File: config.mk
export PLATFORM = sky130hd
export DESIGN_NAME = fpu_flat
export DESIGN_NICKNAME = d
export VERILOG_FILES = /design/src/rtl/fpu_if.sv /design/src/rtl/fpu.sv /design/src/flat_wrapper.sv
export SDC_FILE = /design/constraint.sdc
export NUM_CORES = 2
export LEC_CHECK = 0
export BUFFER_PORTS_ARGS = -buffer_cell sky130_fd_sc_hd__buf_2
export CAP_MARGIN = 20
export CORE_UTILIZATION = 49
export DETAILED_ROUTE_END_ITERATION = 10
export PLACE_DENSITY = 0.65
export SYNTH_ARGS = -nofsm -noshare
export SYNTH_HDL_FRONTEND = slang
export SYNTH_SLANG_ARGS = --single-unit
File: constraint.sdc
create_clock -name clk -period 26.3 [get_ports clk]
set_clock_uncertainty 0.15 [all_clocks]
set_input_delay 6.575 -clock clk [delete_from_list [all_inputs] [get_ports clk]]
set_output_delay 6.575 -clock clk [all_outputs]
set_load 0.02 [all_outputs]
File: src/rtl/fpu_if.sv
// Operand/result bundle for the pipelined binary32 arithmetic unit.
// The master drives operands and opcode; the slave (fpu) returns the registered result.
interface fpu_if;
  logic [31:0] A;
  logic [31:0] B;
  logic [1:0]  opcode;
  logic [31:0] O;

  modport master (output A, output B, output opcode, input O);
  modport slave  (input A, input B, input opcode, output O);
endinterface

File: src/rtl/fpu.sv
// Two-stage IEEE-754 binary32 add/sub/mul with flush-to-zero and round-to-nearest-even.
// Stage 1 unpacks, classifies, aligns or multiplies; stage 2 normalises, rounds and packs into O.
module fpu (
  input  logic clk,
  input  logic rst,
  fpu_if.slave bus
);

  localparam int          LATENCY = 2;
  localparam logic [31:0] QNAN    = 32'h7FC0_0000;

  if (LATENCY != 2) begin : g_latency_check
    $error("fpu: LATENCY is fixed at 2");
  end

  function automatic logic [4:0] lzc27(input logic [26:0] v);
    logic [4:0] n;
    n = 5'd27;
    for (int i = 0; i < 27; i++) begin
      if (v[i]) n = 5'(26 - i);
    end
    return n;
  endfunction

  // Operand unpacking; subtraction is addition with B's sign flipped.
  logic        sa_s, sb_s;
  logic [7:0]  ea_s, eb_s;
  logic [22:0] fa_s, fb_s;
  logic        op_mul_s;
  logic        a_nan_s, b_nan_s, a_inf_s, b_inf_s, a_zero_s, b_zero_s;

  assign sa_s     = bus.A[31];
  assign ea_s     = bus.A[30:23];
  assign fa_s     = bus.A[22:0];
  assign sb_s     = bus.B[31] ^ (bus.opcode == 2'b01);
  assign eb_s     = bus.B[30:23];
  assign fb_s     = bus.B[22:0];
  assign op_mul_s = (bus.opcode == 2'b10);
  assign a_nan_s  = (ea_s == 8'hFF) && (fa_s != 23'd0);
  assign b_nan_s  = (eb_s == 8'hFF) && (fb_s != 23'd0);
  assign a_inf_s  = (ea_s == 8'hFF) && (fa_s == 23'd0);
  assign b_inf_s  = (eb_s == 8'hFF) && (fb_s == 23'd0);
  assign a_zero_s = (ea_s == 8'd0);
  assign b_zero_s = (eb_s == 8'd0);

  logic        s1_spec_d, s1_spec_q;
  logic [31:0] s1_sval_d, s1_sval_q;
  logic        s1_mul_d, s1_mul_q;
  logic        s1_sign_d, s1_sign_q;
  logic signed [9:0] s1_exp_d, s1_exp_q;
  logic [23:0] s1_mbig_d, s1_mbig_q;
  logic [26:0] s1_msml_d, s1_msml_q;
  logic        s1_sub_d, s1_sub_q;
  logic [47:0] s1_prod_d, s1_prod_q;

  logic        a_big_s;
  logic [7:0]  e_big_s, e_sml_s, diff_s;
  logic [4:0]  shamt_s;
  logic [23:0] m_sml_s;
  logic [49:0] wide_s;

  // Stage-1 datapath: magnitude swap, aligned smaller mantissa with G/R/sticky, product.
  always_comb begin
    a_big_s   = ({ea_s, fa_s} >= {eb_s, fb_s});
    e_big_s   = a_big_s ? ea_s : eb_s;
    e_sml_s   = a_big_s ? eb_s : ea_s;
    m_sml_s   = a_big_s ? {1'b1, fb_s} : {1'b1, fa_s};
    diff_s    = e_big_s - e_sml_s;
    shamt_s   = (diff_s > 8'd31) ? 5'd31 : diff_s[4:0];
    wide_s    = {m_sml_s, 26'd0} >> shamt_s;
    s1_msml_d = {wide_s[49:24], |wide_s[23:0]};
    s1_mbig_d = a_big_s ? {1'b1, fa_s} : {1'b1, fb_s};
    s1_sub_d  = (sa_s != sb_s);
    s1_mul_d  = op_mul_s;
    s1_prod_d = 48'({1'b1, fa_s}) * 48'({1'b1, fb_s});
    if (op_mul_s) begin
      s1_sign_d = sa_s ^ sb_s;
      s1_exp_d  = $signed({2'b00, ea_s}) + $signed({2'b00, eb_s}) - 10'sd127;
    end else begin
      s1_sign_d = a_big_s ? sa_s : sb_s;
      s1_exp_d  = $signed({2'b00, e_big_s});
    end
  end

  // Special-value results bypass the arithmetic path entirely.
  always_comb begin
    s1_spec_d = 1'b1;
    s1_sval_d = 32'h0000_0000;
    if (bus.opcode == 2'b11) begin
      s1_sval_d = 32'h0000_0000;
    end else if (a_nan_s || b_nan_s) begin
      s1_sval_d = QNAN;
    end else if (op_mul_s) begin
      if ((a_inf_s && b_zero_s) || (a_zero_s && b_inf_s)) begin
        s1_sval_d = QNAN;
      end else if (a_inf_s || b_inf_s) begin
        s1_sval_d = {sa_s ^ sb_s, 8'hFF, 23'd0};
      end else if (a_zero_s || b_zero_s) begin
        s1_sval_d = {sa_s ^ sb_s, 31'd0};
      end else begin
        s1_spec_d = 1'b0;
      end
    end else begin
      if (a_inf_s && b_inf_s) begin
        s1_sval_d = (sa_s == sb_s) ? {sa_s, 8'hFF, 23'd0} : QNAN;
      end else if (a_inf_s) begin
        s1_sval_d = {sa_s, 8'hFF, 23'd0};
      end else if (b_inf_s) begin
        s1_sval_d = {sb_s, 8'hFF, 23'd0};
      end else if (a_zero_s && b_zero_s) begin
        s1_sval_d = {sa_s & sb_s, 31'd0};
      end else if (a_zero_s) begin
        s1_sval_d = {sb_s, eb_s, fb_s};
      end else if (b_zero_s) begin
        s1_sval_d = {sa_s, ea_s, fa_s};
      end else begin
        s1_spec_d = 1'b0;
      end
    end
  end

  logic [27:0]       sum_s;
  logic [4:0]        lz_s;
  logic [26:0]       n_s;
  logic signed [9:0] exp_n_s, exp_r_s;
  logic              up_s;
  logic [24:0]       m25_s;
  logic [22:0]       frac_s;
  logic [31:0]       o_d, o_q;

  // Stage-2 datapath: add/sub, normalise to {1.frac, G, R, S}, round, pack.
  always_comb begin
    sum_s = s1_sub_q ? ({1'b0, s1_mbig_q, 3'd0} - {1'b0, s1_msml_q})
                     : ({1'b0, s1_mbig_q, 3'd0} + {1'b0, s1_msml_q});
    lz_s  = lzc27(sum_s[26:0]);
    if (s1_mul_q) begin
      if (s1_prod_q[47]) begin
        n_s = {s1_prod_q[47:23], s1_prod_q[22], |s1_prod_q[21:0]};
      end else begin
        n_s = {s1_prod_q[46:22], s1_prod_q[21], |s1_prod_q[20:0]};
      end
      exp_n_s = s1_exp_q + $signed({9'd0, s1_prod_q[47]});
    end else if (sum_s[27]) begin
      n_s     = {sum_s[27:2], sum_s[1] | sum_s[0]};
      exp_n_s = s1_exp_q + 10'sd1;
    end else begin
      n_s     = sum_s[26:0] << lz_s;
      exp_n_s = s1_exp_q - $signed({5'd0, lz_s});
    end
    up_s    = n_s[2] & (n_s[3] | n_s[1] | n_s[0]);
    m25_s   = {1'b0, n_s[26:3]} + {24'd0, up_s};
    exp_r_s = exp_n_s + $signed({9'd0, m25_s[24]});
    frac_s  = m25_s[24] ? m25_s[23:1] : m25_s[22:0];

    if (s1_spec_q) begin
      o_d = s1_sval_q;
    end else if (!s1_mul_q && (sum_s == 28'd0)) begin
      o_d = 32'h0000_0000;
    end else if (exp_r_s >= 10'sd255) begin
      o_d = {s1_sign_q, 8'hFF, 23'd0};
    end else if (exp_r_s <= 10'sd0) begin
      o_d = {s1_sign_q, 31'd0};
    end else begin
      o_d = {s1_sign_q, exp_r_s[7:0], frac_s};
    end
  end

  // Pipeline registers; reset discards anything in flight.
  always_ff @(posedge clk or posedge rst) begin
    if (rst) begin
      s1_spec_q <= 1'b0;
      s1_sval_q <= 32'h0000_0000;
      s1_mul_q  <= 1'b0;
      s1_sign_q <= 1'b0;
      s1_exp_q  <= 10'sd0;
      s1_mbig_q <= 24'd0;
      s1_msml_q <= 27'd0;
      s1_sub_q  <= 1'b0;
      s1_prod_q <= 48'd0;
      o_q       <= 32'h0000_0000;
    end else begin
      s1_spec_q <= s1_spec_d;
      s1_sval_q <= s1_sval_d;
      s1_mul_q  <= s1_mul_d;
      s1_sign_q <= s1_sign_d;
      s1_exp_q  <= s1_exp_d;
      s1_mbig_q <= s1_mbig_d;
      s1_msml_q <= s1_msml_d;
      s1_sub_q  <= s1_sub_d;
      s1_prod_q <= s1_prod_d;
      o_q       <= o_d;
    end
  end

  assign bus.O = o_q;

endmodule

File: src/flat_wrapper.sv
// flat-port wrapper written by rule: the top's interface ports become plain ports
module fpu_flat 
  (clk, rst, bus_A, bus_B, bus_opcode, bus_O);
  fpu_if bus_i ();
  input  logic clk;
  input  logic rst;
  input wire logic [$bits(bus_i.A)-1:0] bus_A;
  input wire logic [$bits(bus_i.B)-1:0] bus_B;
  input wire logic [$bits(bus_i.opcode)-1:0] bus_opcode;
  output wire logic [$bits(bus_i.O)-1:0] bus_O;
  assign bus_i.A = bus_A;
  assign bus_i.B = bus_B;
  assign bus_i.opcode = bus_opcode;
  assign bus_O = bus_i.O;
  fpu u_core (.clk(clk), .rst(rst), .bus(bus_i));
endmodule
==> key figures <==
Logic synthesis
  • Seq/Total Area, Yosys: 0.1277
  • Adder-cell share of the synthesized area: 0.3881
  • XOR/XNOR share of the synthesized area: 0.03077
  • Synth area leader: fa_1
  • Post-Synth Simple-Gate Area: 0.1676
  • Primary FF master, synth: dfrtp_1
  • Mux contribution to synthesized area: 0.04325
  • Post-synth EDFFs: 0
  • Ys Warns: 0
  • Post-synthesis async set-or-reset flop share: 1.000
  • Post-Syn Instances: 4036
  • Main combinational cell family by area after synthesis: adder cells
  • Top cell type's share of synthesized area: 0.2799
  • Syn nets: 4889
  • Synthesized area per cell: 8.594 um^2
  • Synthesized area: 34690 um^2
  • Post-synth cell types: 107
  • FF+latch count, synth: 177
  • Synth Area in Compound Gates: 0.1437
  • Largest cells by area after synthesis: fa_1, dfrtp_1, ha_1

Worst setup path
  • Critical path's slowest cell: buf_2
  • Delay-heaviest family, CP: adder cells
  • Worst-path fanout max: 30
  • Sum of buffers and inverters on the critical path: 6
  • Critical path type: input pin to flop
  • CP required: 26490 ps
  • CP startpoint kind: input pin
  • Max incr delay on CP: 680 ps
  • CP most frequent cell: fa_1
  • CP endpoint kind: flop
  • Crit path DAT: 14340 ps
  • CP startpoint: bus_A[4]
  • Reg-to-Reg Start: u_core.s1_msml_q[0]$_DFF_PP0_

Clock network
  • Cts bufs inserted: 17
  • Setup bufs post-CTS: 0
  • CTS Hold Bufs: 0
  • Root buf cell: clkbuf_16
  • TritonCTS clock tree: built
  • Clk sink count: 177
  • Bufs on Longest Clock Path: 2
  • CTS resizes: 0
  • Htree depth: 4
  • Worst-Skew Late Latency: 450 ps
  • Clk pin slew, worst setup/hold paths: 80 ps

Floorplanning
  • FP Rows: 97
  • Die footprint: 71860 um^2
  • Io pins: 100
  • Initial core utilization: 0.4953
  • Die width: 268.1 um
  • Die Y: 268.1 um
  • Core Box Area: 70030 um^2

GRT
  • Grt total ovfl: 0
  • Vias in the first global route: 29.17k
  • Antenna violations before repair: 5
  • First-pass GRT wire length: 173300 um
  • Largest net degree at the start of global routing: 70
  • Total Routing Usage GR: 0.3175

Timing
  • Tcrit/Tclk final: 0.5380
  • Unrepaired setup endpoints after global routing: false
  • Slew Viols, Final: 0
  • Endpoints failing setup: 0
  • WHS: 318.7 ps
  • Max Freq: 0.07067 GHz
  • Post-Route Setup TNS: 0 ps
  • Relative slew slack: 0.2433
  • Final Hold Viols: 0
  • Final Critical Period: 14150 ps
  • Slew @ Worst Pin: 1127 ps

Final layout
  • Layout Nets: 4818
  • Synth-to-Final Area Change: 5.115%
  • Most frequent cells in the layout: inv_1, fa_1, nand2_1, ha_1, nor2_1
  • Most common cell after layout, fill and taps aside: inv_1
  • Fillers: 6669
  • Share of layout cells above drive strength 1: 0.07518

Routing
  • Residual DRC: 0
  • Antenna-violating nets left: 0
  • 1st-pass router iterations: 7
  • Vias: 29.36k
  • Post-DR vias/cell: 5.970
  • DRT iter0 DRCs: 3055
  • Wire per inst: 22.61 um
  • Routed WL: 111200 um

Placed design
  • Port buffer count: 99
  • GP Congestion: 0.9757
  • Hpwl dp: 83360 um

Min path
  • Hold Startpoint: u_core.s1_sval_q[27]$_DFF_PP0_
  • Min-delay worst type: flop to flop

Run status
  • Status: complete, no violations

Run
  • Max-cap violations: 0
[stage by stage]
step / instance area [um^2] / setup slack (ps) / std cells / util
after floorplan: 34690 / 12480 / 4036 / -
final: 36460 / 12150 / 4918 / 0.5207
after global routing: 36460 / 11710 / 4917 / 0.5206
after detailed placement: 35850 / 11780 / 4886 / 0.5120
after global placement: 35850 / 11840 / 4886 / 0.5120
after CTS: 36460 / 12230 / 4917 / 0.5206
[worst register-to-register path: cells and delay by family, from the launching register on]
family	cells	cell delay (ps)
xor gates and xnor gates	3	500
buffers and inverters	3	690
and+or+nand+nor	15	4880
adders and majority gates	2	520
DFF	1	510
AOI/OAI and AO/OA	10	3130
[cell type report]
type	count	area [um^2]	area share
diodes	1	2.502	0.00006863
multi-input cells	2956	26880	0.7373
clock buffers	17	425.4	0.01167
clock inverters	14	178.9	0.004907
well taps	940	1176	0.03226
repair buffers	148	863.3	0.02368
flip-flops and latches	177	4429	0.1215
inverters	665	2501	0.06860
[final timing paths]
| check | end | slack, ps | depth (start not counted) |
|---|---|---|---|
| max in group asynchronous | u_core.bus.O[20]$_DFF_PP0_ | 18050 | 4 |
| min reg2reg | u_core.bus.O[27]$_DFF_PP0_ | 320 | 1 |
| max | u_core.s1_prod_q[46]$_DFF_PP0_ | 12150 | 29 |
| min in group asynchronous | u_core.s1_mbig_q[10]$_DFF_PP0_ | 5980 | 2 |
| min | u_core.bus.O[27]$_DFF_PP0_ | 320 | 1 |
| max reg2reg | u_core.bus.O[4]$_DFF_PP0_ | 15790 | 33 |
[cell usage after synthesis (41+ instances only)]
library cell	n
a21oi_1	161
xor2_1	43
xnor2_1	77
nor3_1	62
clkbuf_1	196
inv_1	663
nor2_1	240
ha_1	300
nand2_1	463
o21ai_0	106
mux2i_1	70
o211ai_1	53
nand3_1	51
a22oi_1	41
dfrtp_1	177
and2_1	204
fa_1	485
[registers in the layout, indices dropped and copies added (netlist names)]
| signal | flops |
|---|---|
| u_core.bus.O | 32 |
| u_core.s1_exp_q | 10 |
| u_core.s1_mbig_q | 24 |
| u_core.s1_msml_q | 27 |
| u_core.s1_mul_q | 1 |
| u_core.s1_prod_q | 48 |
| u_core.s1_sign_q | 1 |
| u_core.s1_spec_q | 1 |
| u_core.s1_sub_q | 1 |
| u_core.s1_sval_q | 32 |
[logic make-up after synthesis]
kind of cell    count (synthesis)
mux                           121
other cells                     1
simple gates                 1209
flops                         177
xor+xnor                      121
buf+inv                       903
fa+ha+maj                     785
compound gates                719
[per-layer routing]
metal	global-route usage	vias up	routed length (um)
li1	-	13090	-
met1	0.4502	14620	48080
met2	0.4952	1348	49890
met3	0.04188	295	8747
met4	0.1188	2	4479
met5	0	-	12
Power is left out: the tool's default activity adds up to more than one toggle a clock period on the data nets, which glitch-free logic cannot reach.
